$ cat config.mk
export PLATFORM = sky130hd
export DESIGN_NAME = lif_sched
export DESIGN_NICKNAME = d
export VERILOG_FILES = /design/src/rtl/lif_sched.sv
export SDC_FILE = /design/constraint.sdc
export NUM_CORES = 1
export LEC_CHECK = 0
export ABC_AREA = 1
export CAP_MARGIN = 10
export CORE_ASPECT_RATIO = 0.9
export CORE_MARGIN = 3
export CORE_UTILIZATION = 28
export DETAILED_ROUTE_END_ITERATION = 8
export PLACE_DENSITY_LB_ADDON = 0.12
export SYNTH_ARGS = -nofsm -noshare
export SYNTH_HDL_FRONTEND = slang
export SYNTH_SLANG_ARGS = --single-unit
$ cat constraint.sdc
create_clock -name clk -period 2.87 [get_ports clk]
set_input_delay 0.861 -clock clk [delete_from_list [all_inputs] [get_ports clk]]
set_output_delay 0.861 -clock clk [all_outputs]
set_load 0.02 [all_outputs]
$ cat src/rtl/lif_sched.sv
// Time-multiplexed leaky integrate-and-fire scheduler: one shared update datapath swept across all neurons.
// Optional per-neuron refractory counters are compiled in with LIF_SCHED_REFRACTORY_EN.
module lif_sched #(
    parameter int N_NEURONS     = 4,
    parameter int IDX_W         = 2,
    parameter int THRESH_INIT   = 32,
    parameter int REFRAC_SWEEPS = 2
) (
    input  logic                 clk,
    input  logic                 rst_n,
    input  logic                 tick,
    output logic                 busy,
    input  logic                 in_valid,
    output logic                 in_ready,
    input  logic [IDX_W-1:0]     in_idx,
    input  logic [7:0]           in_current,
    input  logic                 thr_we,
    input  logic [7:0]           thr_data,
    output logic [N_NEURONS-1:0] spikes,
    output logic                 spike_valid,
    input  logic [IDX_W-1:0]     rd_idx,
    output logic [7:0]           rd_state
);

    typedef enum logic [1:0] {IDLE, UPDATE, DONE} fsm_e;

    localparam logic [IDX_W-1:0] LAST_IDX = IDX_W'(N_NEURONS - 1);

    fsm_e                 fsm_q, fsm_d;
    logic [IDX_W-1:0]     ptr_q, ptr_d;
    logic [7:0]           state_q [N_NEURONS];
    logic [7:0]           state_d [N_NEURONS];
    logic [7:0]           acc_q   [N_NEURONS];
    logic [7:0]           acc_d   [N_NEURONS];
    logic [7:0]           thr_q, thr_d;
    logic [N_NEURONS-1:0] shadow_q, shadow_d;
    logic [N_NEURONS-1:0] spikes_q, spikes_d;

    logic [8:0] sum_wide;
    logic [7:0] sum;
    logic       raw_fire;
    logic       fire;
    logic       in_refr;
    logic [8:0] inj_wide;
    logic [7:0] inj_sat;

    // Leak is a right shift of the membrane; the 9-bit sum saturates before the compare.
    assign sum_wide = {1'b0, acc_q[ptr_q]} + {2'b00, state_q[ptr_q][7:1]};
    assign sum      = sum_wide[8] ? 8'hFF : sum_wide[7:0];
    assign raw_fire = (sum >= thr_q);

    assign inj_wide = {1'b0, acc_q[in_idx]} + {1'b0, in_current};
    assign inj_sat  = inj_wide[8] ? 8'hFF : inj_wide[7:0];

`ifdef LIF_SCHED_REFRACTORY_EN
    logic [1:0] refr_q [N_NEURONS];
    logic [1:0] refr_d [N_NEURONS];
    assign in_refr = (refr_q[ptr_q] != 2'd0);
`else
    assign in_refr = 1'b0;
`endif

    assign fire = raw_fire && !in_refr;

    always_comb begin
        fsm_d    = fsm_q;
        ptr_d    = ptr_q;
        state_d  = state_q;
        acc_d    = acc_q;
        thr_d    = thr_q;
        shadow_d = shadow_q;
        spikes_d = spikes_q;
`ifdef LIF_SCHED_REFRACTORY_EN
        refr_d   = refr_q;
`endif
        case (fsm_q)
            IDLE: begin
                if (thr_we) begin
                    thr_d = thr_data;
                end
                if (tick) begin
                    fsm_d    = UPDATE;
                    ptr_d    = '0;
                    shadow_d = '0;
                end
            end
            UPDATE: begin
                state_d[ptr_q]  = (fire || in_refr) ? 8'd0 : sum;
                acc_d[ptr_q]    = 8'd0;
                shadow_d[ptr_q] = fire;
`ifdef LIF_SCHED_REFRACTORY_EN
                if (in_refr) begin
                    refr_d[ptr_q] = refr_q[ptr_q] - 2'd1;
                end else if (fire) begin
                    refr_d[ptr_q] = 2'(REFRAC_SWEEPS);
                end
`endif
                // Spikes load on the edge into DONE so they are visible alongside spike_valid.
                if (ptr_q == LAST_IDX) begin
                    fsm_d    = DONE;
                    spikes_d = shadow_d;
                end else begin
                    ptr_d = ptr_q + IDX_W'(1);
                end
            end
            DONE: begin
                fsm_d = IDLE;
            end
            default: begin
                fsm_d = IDLE;
            end
        endcase
        // Injections are blocked during UPDATE, so they never collide with the sweep's acc clear.
        if (in_valid && in_ready) begin
            acc_d[in_idx] = inj_sat;
        end
    end

    always_ff @(posedge clk) begin
        if (!rst_n) begin
            fsm_q    <= IDLE;
            ptr_q    <= '0;
            thr_q    <= 8'(THRESH_INIT);
            shadow_q <= '0;
            spikes_q <= '0;
            for (int i = 0; i < N_NEURONS; i++) begin
                state_q[i] <= 8'd0;
                acc_q[i]   <= 8'd0;
`ifdef LIF_SCHED_REFRACTORY_EN
                refr_q[i]  <= 2'd0;
`endif
            end
        end else begin
            fsm_q    <= fsm_d;
            ptr_q    <= ptr_d;
            thr_q    <= thr_d;
            shadow_q <= shadow_d;
            spikes_q <= spikes_d;
            for (int i = 0; i < N_NEURONS; i++) begin
                state_q[i] <= state_d[i];
                acc_q[i]   <= acc_d[i];
`ifdef LIF_SCHED_REFRACTORY_EN
                refr_q[i]  <= refr_d[i];
`endif
            end
        end
    end

    assign busy        = (fsm_q != IDLE);
    assign in_ready    = (fsm_q != UPDATE);
    assign spike_valid = (fsm_q == DONE);
    assign spikes      = spikes_q;
    assign rd_state    = state_q[rd_idx];

endmodule

## Yosys cells after proc, flatten, opt, wreduce, memory -nomap -nowiden

Cells that the tools add are included.

| cells by class | value |
|---|---|
| reduce and logical (&&, ||, !) cells | 12 |
| muxes and demuxes | 34 |
| $lt $le $gt $ge | 8 |
| bitwise gates (word level) | 5 |
| equal/unequal tests | 7 |
| $add $sub $neg | 3 |

Operators with widths:

| cell | count |
|---|---|
| two-way mux 8 bit | 13 |
| binary-select mux 8 bit (select 2 bit) | 4 |
| bitwise mux 32 bit | 2 |
| two-way mux 32 bit | 2 |
| AND 32 bit | 1 |
| demux 8 bit (select 2 bit) | 2 |
| NOT 32 bit | 1 |
| adder 8 x 7 -> 9 bit | 1 |
| adder 8 x 8 -> 9 bit | 1 |
| greater-or-equal comparator 3 bit (second input constant) | 3 |
| NOT 2 -> 3 bit | 3 |
| greater-or-equal comparator 8 bit | 1 |
| two-way mux 2 bit | 4 |
| one-hot mux 2 bit (2 select lines) | 2 |
| one-hot mux 4 bit (2 select lines) | 1 |
| AND reduction 2 bit | 4 |
| less-than comparator 3 x 1 -> 1 bit (second input constant) | 2 |
| inequality test 2 bit (second input constant) | 3 |
| bitwise mux 4 bit | 1 |
| equality test 2 bit (second input constant) | 2 |
| logical AND 1 bit | 4 |
| two-way mux 4 bit | 1 |
| nonzero test 2 bit | 2 |
| less-than comparator 2 x 3 -> 1 bit (second input constant) | 1 |
| other kinds (8) | 8 |

| word-level totals | value |
|---|---|
| input bits | 25 |
| register bits | 84 |
| logic and storage cells | 82 |

## Depth between registers and ports, before layout

| logic depth | value |
|---|---|
| depth in word-level cells | 10 |
| gate-level depth with buffers | 25 |

## Worst setup path before layout

No wires, ideal clock.

| timing | value |
|---|---|
| path kind | reg-to-reg |
| start | register ptr_q[0] |
| end | register state_q[8] (netlist bit) |
| path slack | -0.312 ns |
| setup time | 0.070 ns |
| clock period less this slack | 3.182 ns |
| cell stages (with the launch flop) | 22 |
| data required time | 2.800 ns |
| arrival time | 3.112 ns |
| path through | dfxtp_1 > inv_2 > clkbuf_1 > o21ai_0 > o22ai_1 > ha_1 > fa_1 > nand3_1 > nand3_1 > nand3_1 > nand2_1 > nand2_2 > nand3_1 > ha_1 > nand2_1 > inv_1 > nor2_1 > o21a_1 > nand2_1 > inv_1 > nand2_1 > a21oi_1 |

| between the ends | value |
|---|---|
| word-level cells in the longest chain between the ends | 9 |

Ends and longest elaborated chain:

| item | line | source |
|---|---|---|
| start, declared | 30 | `logic [IDX_W-1:0] ptr_q, ptr_d;` |
| start signal, assigned | 135 | `ptr_q <= ptr_d;` |
| NOT 2 -> 3 bit (*) | 48, 88 |  |
| binary-select mux 8 bit (select 2 bit) | 48 | `assign sum_wide = {1'b0, acc_q[ptr_q]} + {2'b00, state_q[ptr_q][7:1]};` |
| two-way mux 8 bit (not written as such) (2 in series) | 48 |  |
| adder 8 x 7 -> 9 bit | 48 |  |
| two-way mux 8 bit | 49 | `assign sum = sum_wide[8] ? 8'hFF : sum_wide[7:0];` |
| greater-or-equal comparator 8 bit | 50 | `assign raw_fire = (sum >= thr_q);` |
| two-way mux 8 bit | 88 | `state_d[ptr_q] = (fire \|\| in_refr) ? 8'd0 : sum;` |
| bitwise mux 32 bit (*) | 88 |  |
| end signal, assigned by index | 140 | `state_q[i] <= state_d[i];` |
| end, declared | 31 | `logic [7:0] state_q [N_NEURONS];` |

Every way passes the cells marked *; elsewhere a longest branch is shown, timed or not. The select of a mux whose other input is x is not followed.
A chain may end at the register's enable or synchronous reset.

## Worst setup path after layout

| timing | value |
|---|---|
| start | register ptr_q[0] |
| end | register state_q[19] (netlist bit) |

Same word-level chain as after synthesis.

==> results.md <==
* Status: complete, but fails checks
* Failing checks: setup timing
* Post-cts hold buffer count at 0
* Antenna Nets Post-Route at 0
* Die area at 19300 um^2
* Util after Layout at 0.432
* Syn_nets at 780
* Crit start category: flip-flop
* GR Layer Usage met2 at 0.270
* Post-synthesis sequential area ratio at 0.337
* PortBufs at 39
* Mapped Area at 4930 um^2
* Setup WS post-layout at -207 ps
* EDFF count, synth at 0
* Nets@finish at 912
* HP Class: flip-flop to flip-flop
* Synth-to-Final Area Change at 49.4%
* Static Leakage at 3.25 nW
* # rows at 45
* DR vias at 5284
* Global Route Usage Sum at 0.169
* Clock buffer depth at 2
* Die height at 132 um
* # diodes at 0
* Clock Power Share at 0.267
* Clk_lat worst skew at 350 ps
* Pre-CTS WS at -790 ps
* Pins Over Slew Limit at 0
* Global route hottest layer: met2
* Met1 GRT Util at 0.228
* CTS tree: built
* Final period util at 1.07
* Ranking of synthesized cells by area: dfxtp_1 (34%), nand2_1 (11%), o21ai_0 (9.7%)
* Biggest fanout along the worst timing path at 10
* Max transition margin at 0.468
* Post-synthesis cell type count at 40
* DR WL/cell at 15.1 um
* Psw at 0.00155 W
* Global Route met3 Usage at 0.0358
* Drt pass-1 iters at 4
* Async SR Flop Fraction at 0
* Worst R2R Setup Slack at -210 ps
* Worst endpoint required time at 3100 ps
* H-tree depth at 3
* Die X at 146 um
* Switching Share at 0.377
* Synth area leader: dfxtp_1
* Clock Skews at 4.99 ps
* First-pass GRT wire length at 26200 um
* Io pins at 40
* Share of layout cells above drive strength 1 at 0.299
* Hold Vio Cnt, Final at 0
* CP Class: flip-flop to flip-flop
* Effective utilization at floorplan at 0.289
* Int Pwr at 0.00257 W
* Worst Tran Pin Value at 797 ps
* Max_cap viols at 0
* Antenna violations before repair at 0
* Mean area per synthesized cell at 6.80 um^2
* Routed WL at 16600 um
* Vias per cell at 4.81
* Clk root buf: clkbuf_16
* GR Overflow Total at 0
* Arrival time at the worst endpoint at 3310 ps
* Seq cells post-synth at 83
* Final GP Congestion at 0.864
* Sequential share of power at 0.305
* CP Capture Type: flip-flop
* DRC violations left at 0
* PD cells at 559 nW/um^2
* Clk sinks at 83
* Setup Viol. Count Final at 39
* Most frequent cells after synthesis: nand2_1 (150), o21ai_0 (96), nor2_1 (85)
* Top cell type's share of synthesized area at 0.337
* Ys flop type: dfxtp_1
* Tot Pwr at 0.00412 W
* Mapped Cells at 726
* Hold slack final at 469 ps
* Maximum VDD drop at 0.000260 V
* Comb pwr share at 0.428
* CTS clk-pin slew, worst paths at 60 ps
* HPWL after DPL at 11900 um
* RSZ-0062 raised after global routing: true
* Synthesis Warnings at 0
* Fmax at 325 MHz
* Top-count cell post-synth: nand2_1
* Core Box Area at 17100 um^2
* Cts bufs inserted at 9
* Vias in the first global route at 5019
* Min cycle time layout at 3080 ps
* Largest net degree at the start of global routing at 41
* Iter 0 DRT Violations at 311
==> power by group through the flow <==
stage / Combinational [W] / Sequential [W] / Clock, W
floorplan: 0.000712 / 0.00126 / 0
global placement: 0.00119 / 0.00127 / 0
detailed placement: 0.00121 / 0.00127 / 0
CTS: 0.00148 / 0.00125 / 0.00113
global route: 0.00193 / 0.00126 / 0.00117
finish: 0.00176 / 0.00126 / 0.00110
==> per-stage QoR <==
step	setup TNS, ps	instances	instance area (um^2)
finish	-7100	1098	7370
global route	-13660	1098	7370
CTS	-7980	1091	6990
detailed placement	-40580	1069	6320
global placement	-37300	1069	6320
floorplan	-3.33	726	5040
==> cells by family (layout without fill, tap and decap cells) <==
family / count (synthesis) / count (layout) / share of synthesized area
buffers and inverters: 103 / 240 / 0.0890
AO/OA/AOI/OAI: 230 / 230 / 0.258
flip-flops: 83 / 83 / 0.337
adder cells (fa/ha/maj): 29 / 29 / 0.0766
XOR/XNOR: 4 / 4 / 0.00710
AND/OR/NAND/NOR: 277 / 277 / 0.233
==> critical path: stages, from the launching register on <==
cell and delay, ps:
dfxtp_4 390, buf_8 150, o21ai_4 120, o22ai_2 100
ha_2 210, fa_2 370, nand3_2 100, nand3_4 100
nand3_4 80, nand2_4 70, nand2_8 160, nand2_8 80
ha_4 280, nand2_2 50, nand3b_1 80, nand2_1 60
nand2_2 80, nand2_4 70, nand2_8 110, clkinv_16 110
nand2_8 100, a21oi_4 50
==> layout by cell type (no fill, tap or decap), drive strengths merged, types with 2 or more instances in the layout <==
| cell type | count |
|---|---|
| o22ai | 22 |
| xnor2 | 2 |
| or2 | 3 |
| xor2 | 2 |
| ha | 27 |
| clkinvlp | 4 |
| o21ai | 98 |
| o21a | 8 |
| fa | 2 |
| nor3 | 2 |
| nor2 | 91 |
| nand2 | 154 |
| clkinv | 2 |
| a22oi | 14 |
| nand3 | 24 |
| clkdlybuf4s50 | 26 |
| a21oi | 82 |
| clkbuf | 11 |
| buf | 114 |
| dlygate4sd2 | 6 |
| dfxtp | 83 |
| clkdlybuf4s15 | 3 |
| inv | 74 |
==> layer usage <==
metal | up-vias | wire length [um]
met1 | 2458 | 8090
met3 | 26 | 600
met4 | 0 | 352
met2 | 106 | 7530
met5 | - | 0
li1 | 2694 | -
==> flip-flops by register name, indices dropped and copies added (netlist names) <==
name      flops
fsm_q         2
shadow_q      3
ptr_q         2
state_q      32
acc_q        32
thr_q         8
spikes        4
==> worst paths after layout <==
path / startpoint / to / cells after the start
worst min-delay path: shadow_q[0] / shadow_q[0] / 2
worst min register to register: shadow_q[0] / shadow_q[0] / 2
worst max-delay path: ptr_q[0] / state_q[19] / 21
worst max register to register: ptr_q[0] / state_q[19] / 21
==> final cells by class <==
cell class	instances	area, um^2
Clock buffer	9	225
Tap cell	235	294
Timing Repair Buffer	151	1290
Multi-Input combinational cell	540	3520
Fill cell	1704	9690
Clock inverter	7	52.6
Sequential cell	83	1670
Inverter	73	318
==> repair_timing <==
action | in CTS | in global routing
endpoints found under the hold margin | 0 | 0
pin swaps | 16 | 43
buffers inserted | 5 | 8
gates cloned | 1 | 0
endpoints found under the setup margin | 79 | 73
gates resized for setup | 92 | 80
Power figures use the tool's default switching activity.
